--- src/rtl/fetch_pkg.sv ---
// Shared constants and types for the instruction fetch buffer.
// The request register only ever has one outstanding address: IDLE or REQ.
package fetch_pkg;

    localparam int XLEN_DEFAULT  = 32;
    localparam int DEPTH_DEFAULT = 4;

    localparam logic [31:0] NOP = 32'h0000_0013;

    typedef enum logic {
        IDLE = 1'b0,
        REQ  = 1'b1
    } req_state_e;

endpackage

--- src/rtl/ifb_queue.sv ---
// In-order circular buffer of {pc, instr, filled} entries.
// Allocation reserves a slot at grant time; responses fill slots oldest-first.
module ifb_queue
    import fetch_pkg::*;
#(
    parameter int XLEN  = XLEN_DEFAULT,
    parameter int DEPTH = DEPTH_DEFAULT,
    localparam int PW   = $clog2(DEPTH),
    localparam int CW   = PW + 1
) (
    input  logic            clk,
    input  logic            rst,
    input  logic            clear_i,
    input  logic            alloc_i,
    input  logic [XLEN-1:0] alloc_pc_i,
    input  logic            fill_i,
    input  logic [XLEN-1:0] fill_data_i,
    input  logic            pop_i,
    output logic            head_filled_o,
    output logic [XLEN-1:0] head_pc_o,
    output logic [XLEN-1:0] head_instr_o,
    output logic [CW-1:0]   alloc_cnt_o,
    output logic [CW-1:0]   unfilled_cnt_o
);

    logic [XLEN-1:0]  pc_q    [DEPTH];
    logic [XLEN-1:0]  instr_q [DEPTH];
    logic [DEPTH-1:0] filled_q;
    logic [PW-1:0]    head_q;
    logic [PW-1:0]    tail_q;
    logic [PW-1:0]    fill_q;
    logic [CW-1:0]    alloc_cnt_q;
    logic [CW-1:0]    unfilled_q;

    logic pop_ok;
    logic fill_ok;

    // Guard against callers poking an empty head or a queue with nothing to fill.
    assign pop_ok  = pop_i && filled_q[head_q];
    assign fill_ok = fill_i && (unfilled_q != '0);

    always_ff @(posedge clk) begin
        if (rst || clear_i) begin
            head_q      <= '0;
            tail_q      <= '0;
            fill_q      <= '0;
            alloc_cnt_q <= '0;
            unfilled_q  <= '0;
            filled_q    <= '0;
        end else begin
            if (pop_ok) begin
                filled_q[head_q] <= 1'b0;
                head_q           <= head_q + PW'(1);
            end
            if (fill_ok) begin
                filled_q[fill_q] <= 1'b1;
                fill_q           <= fill_q + PW'(1);
            end
            if (alloc_i) begin
                filled_q[tail_q] <= 1'b0;
                tail_q           <= tail_q + PW'(1);
            end
            alloc_cnt_q <= alloc_cnt_q + CW'(alloc_i) - CW'(pop_ok);
            unfilled_q  <= unfilled_q + CW'(alloc_i) - CW'(fill_ok);
        end
    end

    // Payload storage needs no reset: validity lives entirely in filled_q.
    always_ff @(posedge clk) begin
        if (!rst && !clear_i) begin
            if (alloc_i) begin
                pc_q[tail_q] <= alloc_pc_i;
            end
            if (fill_ok) begin
                instr_q[fill_q] <= fill_data_i;
            end
        end
    end

    assign head_filled_o  = filled_q[head_q];
    assign head_pc_o      = pc_q[head_q];
    assign head_instr_o   = instr_q[head_q];
    assign alloc_cnt_o    = alloc_cnt_q;
    assign unfilled_cnt_o = unfilled_q;

endmodule

--- src/rtl/instr_fetch_buffer.sv ---
// Fetch decoupling buffer: request register toward imem, in-order word queue toward decode.
// state | meaning
// IDLE  | no request on the memory port
// REQ   | imem_addr_o presented with imem_req_o, held until granted
module instr_fetch_buffer
    import fetch_pkg::*;
#(
    parameter int XLEN  = XLEN_DEFAULT,
    parameter int DEPTH = DEPTH_DEFAULT,
    localparam int CW   = $clog2(DEPTH) + 1
) (
    input  logic            clk,
    input  logic            rst,
    input  logic [XLEN-1:0] pc_i,
    input  logic            pc_valid_i,
    output logic            pc_ready_o,
    input  logic            flush_i,
    output logic            imem_req_o,
    output logic [XLEN-1:0] imem_addr_o,
    input  logic            imem_gnt_i,
    input  logic            imem_rvalid_i,
    input  logic [XLEN-1:0] imem_rdata_i,
    output logic            instr_valid_o,
    output logic [XLEN-1:0] instr_o,
    output logic [XLEN-1:0] instr_pc_o,
    input  logic            instr_ready_i
);

    req_state_e      state_q;
    logic [XLEN-1:0] addr_q;
    logic [CW-1:0]   discard_q;
    logic [CW-1:0]   discard_d;

    logic            head_filled;
    logic [XLEN-1:0] head_pc;
    logic [XLEN-1:0] head_instr;
    logic [CW-1:0]   alloc_cnt;
    logic [CW-1:0]   unfilled_cnt;

    logic pending;
    logic granted;
    logic accept;
    logic alloc;
    logic fill;
    logic pop;
    logic rsp_consumed;

    assign pending = (state_q == REQ);
    assign granted = pending && imem_gnt_i;

    // The request in REQ already owns a slot, so it counts against capacity.
    assign pc_ready_o = !rst && !flush_i && (!pending || imem_gnt_i)
                        && ((alloc_cnt + CW'(pending)) < CW'(DEPTH));

    assign accept = pc_valid_i && pc_ready_o;
    assign alloc  = granted && !flush_i;
    assign fill   = imem_rvalid_i && (discard_q == '0) && (unfilled_cnt != '0) && !flush_i;
    assign pop    = instr_valid_o && instr_ready_i && !flush_i;

    // A response this cycle retires one in-flight request, stale or not.
    assign rsp_consumed = imem_rvalid_i && ((discard_q != '0) || (unfilled_cnt != '0));

    always_comb begin
        discard_d = discard_q;
        if (flush_i) begin
            discard_d = discard_q + unfilled_cnt + CW'(granted) - CW'(rsp_consumed);
        end else if (imem_rvalid_i && (discard_q != '0)) begin
            discard_d = discard_q - CW'(1);
        end
    end

    always_ff @(posedge clk) begin
        if (rst) begin
            state_q   <= IDLE;
            addr_q    <= '0;
            discard_q <= '0;
        end else begin
            discard_q <= discard_d;
            if (flush_i) begin
                state_q <= IDLE;
            end else begin
                case (state_q)
                    IDLE: begin
                        if (accept) begin
                            addr_q  <= pc_i;
                            state_q <= REQ;
                        end
                    end
                    REQ: begin
                        if (imem_gnt_i) begin
                            if (accept) begin
                                addr_q <= pc_i;
                            end else begin
                                state_q <= IDLE;
                            end
                        end
                    end
                    default: state_q <= IDLE;
                endcase
            end
        end
    end

    ifb_queue #(
        .XLEN  (XLEN),
        .DEPTH (DEPTH)
    ) u_queue (
        .clk            (clk),
        .rst            (rst),
        .clear_i        (flush_i),
        .alloc_i        (alloc),
        .alloc_pc_i     (addr_q),
        .fill_i         (fill),
        .fill_data_i    (imem_rdata_i),
        .pop_i          (pop),
        .head_filled_o  (head_filled),
        .head_pc_o      (head_pc),
        .head_instr_o   (head_instr),
        .alloc_cnt_o    (alloc_cnt),
        .unfilled_cnt_o (unfilled_cnt)
    );

    assign imem_req_o    = pending;
    assign imem_addr_o   = addr_q;
    assign instr_valid_o = head_filled;
    // An empty head shows a NOP at PC 0 so stale payload never leaks to decode.
    assign instr_o       = head_filled ? head_instr : XLEN'(NOP);
    assign instr_pc_o    = head_filled ? head_pc : '0;

endmodule

--- config.mk ---
export PLATFORM = sky130hd
export DESIGN_NAME = instr_fetch_buffer
export DESIGN_NICKNAME = d
export VERILOG_FILES = /design/src/rtl/fetch_pkg.sv /design/src/rtl/ifb_queue.sv /design/src/rtl/instr_fetch_buffer.sv
export SDC_FILE = /design/constraint.sdc
export NUM_CORES = 1
export LEC_CHECK = 0
export BUFFER_PORTS_ARGS = -buffer_cell sky130_fd_sc_hd__buf_4
export CAP_MARGIN = 20
export CORE_MARGIN = 2
export CORE_UTILIZATION = 58
export DETAILED_ROUTE_END_ITERATION = 6
export PLACE_DENSITY = 0.86
export RECOVER_POWER = 100
export SYNTH_ARGS = -nofsm -noshare
export SYNTH_HDL_FRONTEND = slang
export SYNTH_SLANG_ARGS = --single-unit
--- constraint.sdc ---
create_clock -name clk -period 6.9 [get_ports clk]
set_clock_uncertainty 0.15 [all_clocks]
set_input_delay 1.035 -clock clk [delete_from_list [all_inputs] [get_ports clk]]
set_output_delay 1.035 -clock clk [all_outputs]
set_load 0.005 [all_outputs]
# After elaboration in Yosys (flattened, before gate mapping)
# Memory sizes are Yosys's and may differ from the RTL's. A register that Yosys moved wholly into a read port is not among the register bits.
# Cells that the tools add are included.
[totals]
register_bits = 52
inputBits = 71
n_memories = 2
ram_bits = 256
out_inout_bits = 99
elab_cells = 101
[memory_table]
columns = ["name", "words", "width", "rd", "rd_ports_with_merged_regs", "wr", "line_no", "rtl"]
rows = [
  ["u_queue.instr_q", 4, 32, 1, 1, 1, "ifb_queue.sv:27", "logic [XLEN-1:0] instr_q [DEPTH];"],
  ["u_queue.pc_q", 4, 32, 1, 1, 1, "ifb_queue.sv:26", "logic [XLEN-1:0] pc_q [DEPTH];"],
]
[classes]
n_eq_ne = 1
mux = 33
add_sub_neg = 12
reduce_logical = 30
bitwise_logic = 7
magnitude_cmp = 7
[op_table]
columns = ["op", "n"]
rows = [
  ["2-to-1 mux 32 bit", 4],
  ["one-hot mux 32 bit (2 select lines)", 1],
  ["2-to-1 mux 4 bit", 5],
  ["logical AND 1 bit", 18],
  ["adder 3 x 1 -> 3 bit", 4],
  ["2-to-1 mux 1 bit", 12],
  ["< comparator 2 x 3 -> 1 bit, second input constant", 3],
  ["subtractor 3 x 1 -> 3 bit", 3],
  ["bitwise AND 4 bit", 2],
  ["2-to-1 mux 2 bit", 4],
  ["NOT 4 bit", 2],
  ["adder 2 x 1 -> 2 bit, second input constant", 3],
  ["demux 1 bit (select 2 bit)", 3],
  [">= comparator 2 x 1 -> 1 bit, second input constant", 3],
  ["2-to-1 mux 3 bit", 2],
  ["nonzero test 3 bit", 2],
  ["bitwise OR 4 bit", 1],
  ["adder 3 bit", 1],
  ["logical NOT 1 bit", 3],
  ["logical NOT 3 bit", 1],
  ["logical OR 1 bit", 3],
  ["< comparator 3 bit, second input constant", 1],
  ["subtractor 3 x 1 -> 3 bit, second input constant", 1],
  ["binary-select mux 1 bit (select 2 bit)", 1],
  ["6 further kinds", 7],
]

# Logic depth before layout (Yosys ltp)
[depth]
ltp_word = 13
depth_mapped = 13

# By module
# From an unflattened synthesis, not the netlist that was laid out.
[unflattened]
hier_cells = 711
area_unflattened_um2 = 12682.2
[modules_own_cells]
columns = ["module", "area_each_um2", "cells_per_inst", "instances", "seq_area_each_um2"]
rows = [
  ["ifb_queue", 10378.7, 446, 1, 8047.7],
  ["instr_fetch_buffer", 2303.5, 265, 1, 720.7],
]

# Least setup slack after synthesis
# OpenSTA, ideal clock, no wires.
[synth_path]
kind = "input port to flip-flop"
from = "in imem_gnt_i"
to = "reg discard_q[2]"
t_arrival_ns = 2.788
required_time_ns = 6.618
cell_stages = 9
setup_ns = 0.132
path_slack_ns = 3.829
cell_sequence = "nand2_1 -> ha_1 -> inv_1 -> fa_1 -> fa_1 -> xor3_1 -> nand2_1 -> a21o_1 -> a21oi_1"
[synth_via]
elab_chain_cells = 4
[synth_lines]
columns = ["element", "line_no", "rtl"]
rows = [
  ["from (decl)", "instr_fetch_buffer.sv:20", "input logic imem_gnt_i,"],
  ["logical AND 1 bit", "instr_fetch_buffer.sv:49", "assign granted = pending && imem_gnt_i;"],
  ["adder 3 x 1 -> 3 bit", "instr_fetch_buffer.sv:66", "discard_d = discard_q + unfilled_cnt + CW'(granted) - CW'(rsp_consumed);"],
  ["subtractor 3 x 1 -> 3 bit", "instr_fetch_buffer.sv:66", ""],
  ["2-to-1 mux 3 bit", "instr_fetch_buffer.sv:65", "if (flush_i) begin"],
  ["to (signal assigned)", "instr_fetch_buffer.sv:78", "discard_q <= discard_d;"],
  ["to (decl)", "instr_fetch_buffer.sv:31", "logic [CW-1:0] discard_q;"],
]
# No other way between the ends.
# A chain may end at the register's enable or synchronous reset.

# Final worst setup path
[layout_path]
from = "in rst"
to = "out pc_ready_o"
[layout_via]
elab_chain_cells = 4
[layout_lines]
columns = ["element", "line_no", "rtl"]
rows = [
  ["from (decl)", "instr_fetch_buffer.sv:13", "input logic rst,"],
  ["logical NOT 1 bit", "instr_fetch_buffer.sv:52", "assign pc_ready_o = !rst && !flush_i && (!pending || imem_gnt_i)"],
  ["logical AND 1 bit (2 in a row)", "instr_fetch_buffer.sv:52", ""],
  ["logical AND 1 bit", "instr_fetch_buffer.sv:53", "&& ((alloc_cnt + CW'(pending)) < CW'(DEPTH));"],
  ["to (decl)", "instr_fetch_buffer.sv:16", "output logic pc_ready_o,"],
]
# No other way between the ends.

==> results.toml <==
[worst_setup_path]
crit_path_top_delay_cell = "clkbuf_1"
path_max_fanout = 38
worst_ep_arrival_time_ns = 3.50
cp_top_family = "buffers and inverters"
cp-start-kind = "input pin"
cp_num_buf_inv = 2
path_cells = "clkbuf_1 -> or2_0 -> nor2_1 -> clkbuf_4"
critPathMaxStageDelay_ns = 1.29
crit_required_ns = 5.71
critPathCaptureType = "output pin"
critical_path_class = "input pin to output pin"

[floorplan]
start_util_pct = 58.91
coreArea_mm2 = 0.02096
pin_count = 170
dieArea_mm2 = 0.02247
die_x_um = 149.9
die_h_um = 149.9
rows = 53

[sta]
period_share_pct = 67.85
slew_violations = 370
worst_pin_slew_ns = 2.182
tns_ns = 0
setup_viol = 0
rsz0062_at_grt = "false"
fin_crit_ns = 4.682
slew_headroom_pct = -45.49
fmax_ghz = 0.2136
setup_slack_ns = 2.218
hold_viol_final = 0

[synth]
syn_area_mm2 = 0.01235
synth-edff-count = 256
ys_types = 41
synthArstFlopShare_pct = 0
syn_area_per_cell_um2 = 18.68
synthCells = 661
synth_warnings = 0
syn_nets = 756
yosysSeqAreaShare_pct = 71.02
synthFlopType = "edfxtp_1"
synth-seq-cells = 310

[power_and_ir_drop]
ir_drop_mv = 0.2295
p_int_uw = 2929
p_leak_uw = 0.005098
power_per_cell_area_mw_per_mm2 = 251.6
pwr-share-comb_pct = 4.1
netSwitchingPower_uw = 729.2
power.share.sequential_pct = 56.3
clkPwrFrac_pct = 39.6
p_sw_share_pct = 19.94

[finish]
syn_to_final_growth_pct = 17.75
diodes = 0
layout.nets = 936
drive_gt1_share_pct = 31.09
fillers = 1361

[clock_tree]
cts_hold_buf = 0
cts_root_buffer = "clkbuf_16"
cts_sinks = 310
cts_tree = "yes"
cts_htree_levels = 1
clkSlewWorstSetupHoldPaths_ns = 0.06
cts_made_buffers = 29
post-cts-setup-buffer-count = 0
clk_latency_ns = 0.55
cts_resized = 0
cts.path.max_buffers = 3

[run_status]
outcome = "complete, but fails checks"
violations = "capacitance limit, slew limit"

[route]
wirelength_um = 23940
firstDrtPassIters = 4
drt_iter0_markers = 456
drc = 0
antenna_left = 0
avgViaCountPerCell = 5.646
vias = 6420
wl_per_cell_um = 21.06

[place]
hpwl_um = 14740
gp_congestion = 0.7880
post-place-ws_ns = 3.290
io_buffers = 169

[global_routing]
grt_first_pass_wirelength_um = 36830
grt_max_degree = 65
first_global_vias = 6692
antenna_found_initial = 1
grt_remaining_overflow = 0
grt_usage_pct = 21.49

[run]
max_cap_violations = 11

[worst_hold_path]
hold_path.class = "register to register"
-- per-stage QoR --
step / total power, uW / hold slack, ns / std cells / util (%) / cell area [um^2]
floorplan: 2186 / 0.3059 / 661 / - / 12350
detailed placement: 2260 / 0.3235 / 1085 / 66.31 / 13890
global route: 3779 / 0.3614 / 1137 / 69.37 / 14540
global placement: 2252 / 0.3195 / 1084 / 66.21 / 13870
CTS: 3705 / 0.3326 / 1137 / 70.41 / 14750
finish: 3658 / 0.3296 / 1137 / 69.37 / 14540
-- layout make-up --
| cell class | instances | area, um^2 | share of cell area (%) |
|---|---|---|---|
| clock inverter | 12 | 92.59 | 0.6369 |
| tap | 275 | 344.1 | 2.367 |
| inverter | 18 | 67.56 | 0.4648 |
| sequential | 310 | 8773 | 60.35 |
| timing repair buffer | 181 | 1179 | 8.108 |
| clock buffer | 40 | 767.0 | 5.276 |
| multi-input combinational | 301 | 3313 | 22.79 |
-- cell families after synthesis --
family	synth area share [%]
AND/OR/NAND/NOR	7.287
flip-flops	71.02
AO/OA/AOI/OAI	1.348
buffers and inverters	1.936
adder cells (fa/ha/maj)	2.676
multiplexers	15.04
XOR/XNOR	0.6892
-- routing by layer --
layer  vias up  routed length, um  track usage, %
li1       2891                  -               -
met1      3254               9580           28.96
met2       240              12230           36.30
met3        33               1616           3.963
met4         2                500           6.179
met5         -                 12               0
-- worst register-to-register path, stage by stage (launching register included) --
cell and delay (ns):
dfxtp_1 0.33, inv_1 0.13, ha_1 0.16, nand2b_1 0.22, nor3b_2 0.45, and3_1 0.22
clkbuf_1 1.49
-- sequential cells by signal, indices dropped and copies added, names as in the netlist, 3 cells and up, named ones only --
| register | count |
|---|---|
| u_queue.instr_q | 128 |
| discard_q | 3 |
| u_queue.filled_q | 4 |
| u_queue.alloc_cnt_o | 3 |
| imem_addr_o | 32 |
| u_queue.pc_q | 128 |
| u_queue.unfilled_cnt_o | 3 |
-- synthesized netlist by cell type, types with 2 or more instances --
cell type	n	area share (%)
and2_1	69	3.5
nor3_1	3	0.12
fa_1	4	0.65
nand3_1	7	0.28
nor2_1	13	0.40
mux2_4	3	0.36
buf_6	5	0.46
buf_2	10	0.41
mux4_2	65	12
clkbuf_1	16	0.49
nor2b_1	34	1.7
nand2b_1	3	0.15
xnor2_1	6	0.43
or2b_1	2	0.12
edfxtp_1	256	62
ha_1	20	2.0
mux2_2	30	2.7
a21oi_1	8	0.32
a22oi_1	4	0.24
dfxtp_1	54	8.8
inv_1	18	0.55
and3_1	4	0.20
nand2_1	6	0.18
a211oi_1	4	0.24
-- cell usage in the layout (no fill, tap or decap), drive strengths merged, types with 2 or more instances in the layout --
master / count
edfxtp: 256
clkbuf: 127
buf: 94
and2: 69
mux4: 65
dfxtp: 54
nor2b: 34
mux2: 33
ha: 20
inv: 19
nor2: 13
clkinv: 9
a21oi: 8
nand3: 7
nand2: 6
xnor2: 6
and3: 4
a22oi: 4
a211oi: 4
fa: 4
nand2b: 3
nor3: 3
or2b: 2
nor3b: 2
-- final timing paths --
kind,from,end,slack (ns),cells past startpoint
hold / removal,discard_q[2]$_SDFFE_PP0P_,discard_q[2]$_SDFFE_PP0P_,0.33,2
setup reg to reg,discard_q[0]$_SDFFE_PP0P_,u_queue.instr_q[1][16]$_DFFE_PP_,3.32,6
setup / recovery,rst,pc_ready_o,2.22,4
hold reg to reg,discard_q[2]$_SDFFE_PP0P_,discard_q[2]$_SDFFE_PP0P_,0.33,2
-- power by group through the flow --
stage	Sequential (uW)	Combinational [uW]	Clock, uW
floorplan	2090	91.4	0
CTS	2060	162	1480
detailed placement	2100	161	0
global placement	2100	153	0
global route	2060	168	1550
finish	2060	149	1450
(Power assumes the default switching activity.)
